$ cat src/rtl/c3aibadapt_avmm_dcg_req.sv
// AVMM dynamic-clock-gate request generator: one-cycle ungate/gate pulses from bus/serial activity.
// Holds waitrequest from the ungate pulse until WAKE_CYC cycles later; gates after limit+1 idle edges.
module c3aibadapt_avmm_dcg_req #(
  parameter int IDLE_W   = 8,  // must be >= 4 for the testbus slice
  parameter int WAKE_CYC = 4   // 1..15
) (
  input  logic              clk,
  input  logic              rst_n,
  input  logic              avmm_read,
  input  logic              avmm_write,
  input  logic              sr_busy,
  input  logic              r_dcg_req_en,
  input  logic [IDLE_W-1:0] r_dcg_idle_limit,
  output logic              dcg_ungate,
  output logic              dcg_gate,
  output logic              avmm_waitrequest,
  output logic [7:0]        dcg_req_testbus
);

  typedef enum logic [1:0] {
    ST_GATED   = 2'b00,
    ST_WAKE    = 2'b01,
    ST_ACTIVE  = 2'b10,
    ST_ILLEGAL = 2'b11
  } state_e;

  localparam logic [3:0]        WAKE_LAST = 4'(WAKE_CYC - 1);
  localparam logic [IDLE_W-1:0] IDLE_ONE  = IDLE_W'(1);

  state_e            state_q, state_d;
  logic [3:0]        wake_cnt_q, wake_cnt_d;
  logic [IDLE_W-1:0] idle_cnt_q, idle_cnt_d;
  logic              ungate_q, ungate_d;
  logic              gate_q, gate_d;
  logic              waitreq_q, waitreq_d;
  logic              act_q;
  logic              act;

  assign act = avmm_read | avmm_write | sr_busy;

  always_comb begin
    state_d    = state_q;
    wake_cnt_d = wake_cnt_q;
    idle_cnt_d = idle_cnt_q;
    ungate_d   = 1'b0;
    gate_d     = 1'b0;
    waitreq_d  = waitreq_q;
    case (state_q)
      ST_GATED: begin
        waitreq_d = 1'b1;
        if (act || !r_dcg_req_en) begin
          ungate_d   = 1'b1;
          state_d    = ST_WAKE;
          wake_cnt_d = 4'd0;
        end
      end
      ST_WAKE: begin
        waitreq_d  = 1'b1;
        wake_cnt_d = wake_cnt_q + 4'd1;
        if (wake_cnt_q == WAKE_LAST) begin
          state_d    = ST_ACTIVE;
          waitreq_d  = 1'b0;
          idle_cnt_d = '0;
        end
      end
      ST_ACTIVE: begin
        waitreq_d = 1'b0;
        if (act || !r_dcg_req_en) begin
          idle_cnt_d = '0;
        end else if (idle_cnt_q == r_dcg_idle_limit) begin
          gate_d     = 1'b1;
          waitreq_d  = 1'b1;
          state_d    = ST_GATED;
          idle_cnt_d = '0;
        end else if (idle_cnt_q < r_dcg_idle_limit) begin
          idle_cnt_d = idle_cnt_q + IDLE_ONE;
        end
        // A limit lowered below the running count parks the counter until activity clears it.
      end
      default: begin
        state_d    = ST_GATED;
        waitreq_d  = 1'b1;
        wake_cnt_d = 4'd0;
        idle_cnt_d = '0;
      end
    endcase
  end

  always_ff @(posedge clk or negedge rst_n) begin
    if (!rst_n) begin
      state_q    <= ST_GATED;
      wake_cnt_q <= 4'd0;
      idle_cnt_q <= '0;
      ungate_q   <= 1'b0;
      gate_q     <= 1'b0;
      waitreq_q  <= 1'b1;
      act_q      <= 1'b0;
    end else begin
      state_q    <= state_d;
      wake_cnt_q <= wake_cnt_d;
      idle_cnt_q <= idle_cnt_d;
      ungate_q   <= ungate_d;
      gate_q     <= gate_d;
      waitreq_q  <= waitreq_d;
      act_q      <= act;
    end
  end

  assign dcg_ungate       = ungate_q;
  assign dcg_gate         = gate_q;
  assign avmm_waitrequest = waitreq_q;
  assign dcg_req_testbus  = {state_q, act_q, waitreq_q, idle_cnt_q[3:0]};

endmodule
$ cat config.mk
export PLATFORM = sky130hd
export DESIGN_NAME = c3aibadapt_avmm_dcg_req
export DESIGN_NICKNAME = d
export VERILOG_FILES = /design/src/rtl/c3aibadapt_avmm_dcg_req.sv
export SDC_FILE = /design/constraint.sdc
export NUM_CORES = 1
export LEC_CHECK = 0
export ABC_AREA = 1
export ABC_CLOCK_PERIOD_IN_PS = 2400
export CAP_MARGIN = 20
export CORE_AREA = 10 10 73 99
export DETAILED_ROUTE_END_ITERATION = 16
export DIE_AREA = 0 0 83 109
export GPL_TIMING_DRIVEN = 0
export PLACE_DENSITY_LB_ADDON = 0.1
export SYNTH_ARGS = -nofsm -noshare
export SYNTH_HDL_FRONTEND = slang
export SYNTH_SLANG_ARGS = --single-unit
$ cat constraint.sdc
create_clock -name clk -period 2.4 [get_ports clk]
set_clock_uncertainty 0.15 [all_clocks]
set_input_delay 0.48 -clock clk [delete_from_list [all_inputs] [get_ports clk]]
set_output_delay 0.48 -clock clk [all_outputs]
set_load 0.01 [all_outputs]
==> impl_metrics.yaml <==
run_status:
  status: "finished, final reports clean"
sta:
  rsz0062_at_grt: "no"
  timing.fmax_ghz: 0.461
  finalCriticalPeriod_ns: 2.17
  setup_viol: 0
  fin_crit_sh_pct: 90.4
  worstMarginPinSlew_ns: 0.857
  hold_slack_ns: 0.360
  fin_setup_tns_ns: 0
  max-slew-margin-rel_pct: 42.7
  hold_violations: 0
  final_max_slew_viol_count: 0
logic_synthesis:
  synth_area_leaders: "dfrtp_1, ha_1, nand2_1"
  synthMostInstantiatedCell: "nand2_1"
  synth.distinct_cells: 25
  synth_compound_area_share_pct: 5.69
  synth_edf_count: 0
  ys_seq_elements: 18
  synth_area_per_cell_sq_um: 7.58
  synth_top_family_by_area: "simple AND/OR/NAND/NOR gates"
  synth_fa_ha_area_share_pct: 13.3
  ys_seq_area_share_pct: 34.3
  async_flop_share_pct: 100
  synth_common_cells: "nand2_1, inv_1, dfrtp_1"
  syn-num-nets: 202
  synth.area.mux_share_pct: 0.759
  synth_top_area_share_pct: 32.3
  synthCells: 174
  synthSimpleGateAreaFrac_pct: 30.5
  yosys_most_used_dff: "dfrtp_1"
  synth_top_area_cell: "dfrtp_1"
  yosys_warnings: 0
  syn_area_sq_um: 1320
  synthXorXnorAreaFrac_pct: 3.32
setup_path:
  cp_max_fo: 9
  crit_type: "in -> reg"
  cp-start-kind: "input port"
  worstPathArrival_ns: 2.16
  cp.required_ns: 2.39
  worst_setup_path_end_kind: "flop"
detailed_routing:
  dr.pass1.iters: 4
  vias: 1123
  drt_iter0_markers: 49
  via_per_inst: 4.16
  drc: 0
  totalWireLength_microns: 2810
  ant_nets: 0
  routedWlPerCell_microns: 10.4
cts:
  cts_htree_levels: 1
  clk_root_buffer_cell: "clkbuf_8"
  cts_tree: "built"
  clkLatencyLatePin_ns: 0.25
  postCtsHoldBufs: 0
  cts_buffer_depth: 2
  cts.sinks: 18
  cts_buffers: 3
  post_cts_buffers: 0
  clk_pin_slew_ns: 0.07
  cts_resized: 0
power:
  ir_drop_v: 0.000404
  p_per_area_nw_per_um2: 667
  power.leakage_nw: 0.852
global_route:
  grt_max_degree: 19
  grt.total_usage_pct: 6.61
  grt_pass1_wl_microns: 5090
  grt_pass1_vias: 1189
  grt-ovfl-total: 0
  antenna_found_initial: 0
floorplanning:
  core_sq_um: 5450
  dieArea_sq_um: 9050
  start_util_pct: 24.2
  io_pins: 25
  die_w_microns: 83
  die_h_microns: 109
  num_rows: 32
flow_run:
  drv_cap: 0
placed_design:
  dp_hpwl_microns: 2260
  placedCellCount: 266
  io_buffers: 24
  placed_area_sq_um: 1640
  place.gp.congestion: 0.730
final_layout:
  antenna_cells: 0
  design_area_sq_um: 1690
  drive_above_1_share_pct: 10.4
  areaGrowthSynthToFinish_pct: 28.1
  fin_nets: 231
  fin_cells: 270
hold_path:
  hp-class: "reg -> reg"
-- per-layer routing --
layer / up-vias / part of all wire, % / global-route usage, %
met3: 2 / 4.1 / 1.57
li1: 587 / - / -
met4: 0 / 0.82 / 2.93
met2: 18 / 50 / 11.7
met5: - / 0 / 0
met1: 516 / 45 / 7.36
-- cell type report --
cell class	instances	area (sq um)
Multi-Input combinational cell	119	706
Sequential cell	18	452
Inverter	31	116
Timing Repair Buffer	24	240
Tap cell	68	85.1
Buffer	6	45.0
Fill cell	609	3760
Clock buffer	4	45.0
-- registers in the layout, summed over array words and instances, names as in the netlist --
name	flops
dcg_gate	1
avmm_waitrequest	1
wake_cnt_q	4
idle_cnt_q	8
state_q	2
dcg_ungate	1
act_q	1
-- worst max-delay path, cell delays in order --
cell             delay (ns)
clkdlybuf4s50_1        0.46
inv_1                  0.04
ha_1                   0.28
nand2_1                0.08
nor2_2                 0.15
nand2_2                0.11
nand2_4                0.14
inv_2                  0.06
nand2_4                0.12
nand2_4                0.10
nand2_1                0.09
nand2_1                0.05
-- cells by family (layout without fill, tap and decap cells) --
| logic type | after synthesis | in the layout |
|---|---|---|
| compound gates | 13 | 13 |
| xor+xnor | 5 | 5 |
| fa+ha+maj | 14 | 14 |
| buf+inv | 37 | 65 |
| flops | 18 | 18 |
| mux | 1 | 1 |
| simple gates | 86 | 86 |
-- cell usage in the layout (no fill, tap or decap), drive strengths merged --
cell	synthesis	routed
nand3	16	16
nand2	50	50
clkbuf	0	4
a21oi	5	5
o21bai	1	1
mux2i	1	1
o21ai	5	5
dfstp	1	1
inv	31	31
buf	6	6
nand3b	1	1
nor2	19	19
clkdlybuf4s50	0	24
xor2	3	3
dfrtp	17	17
ha	14	14
a21o	1	1
o22ai	1	1
xnor2	2	2
-- through the flow --
| step | worst slack (ns) | utilization [%] | total power, mW |
|---|---|---|---|
| 6_report | 0.231 | 31.0 | 1.13 |
| 5_1_grt | 0.102 | 31.0 | 1.23 |
| 4_1_cts | 0.210 | 31.0 | 1.16 |
| 3_5_place_dp | -0.0572 | 30.2 | 0.927 |
| 3_3_place_gp | -0.0448 | 30.2 | 0.927 |
| 2_1_floorplan | 0.644 | - | 0.722 |
-- power by group --
part           internal [mW]  switching, mW
Clock                  0.118          0.100
Sequential             0.361         0.0333
Combinational          0.215          0.299
Total                  0.694          0.433
-- path summary, 6_finish.rpt --
kind                       cells after the start           startpoint  slack [ns]             to
min                                            1        wake_cnt_q[0]        0.36  wake_cnt_q[0]
min reg2reg                                    1        wake_cnt_q[0]        0.36  wake_cnt_q[0]
min in group asynchronous                      1                rst_n        0.57  wake_cnt_q[1]
max in group asynchronous                      1                rst_n        1.01  idle_cnt_q[2]
max reg2reg                                   10        idle_cnt_q[3]        0.48  idle_cnt_q[0]
max                                           12  r_dcg_idle_limit[7]        0.23  idle_cnt_q[0]
Power figures use the tool's default switching activity.
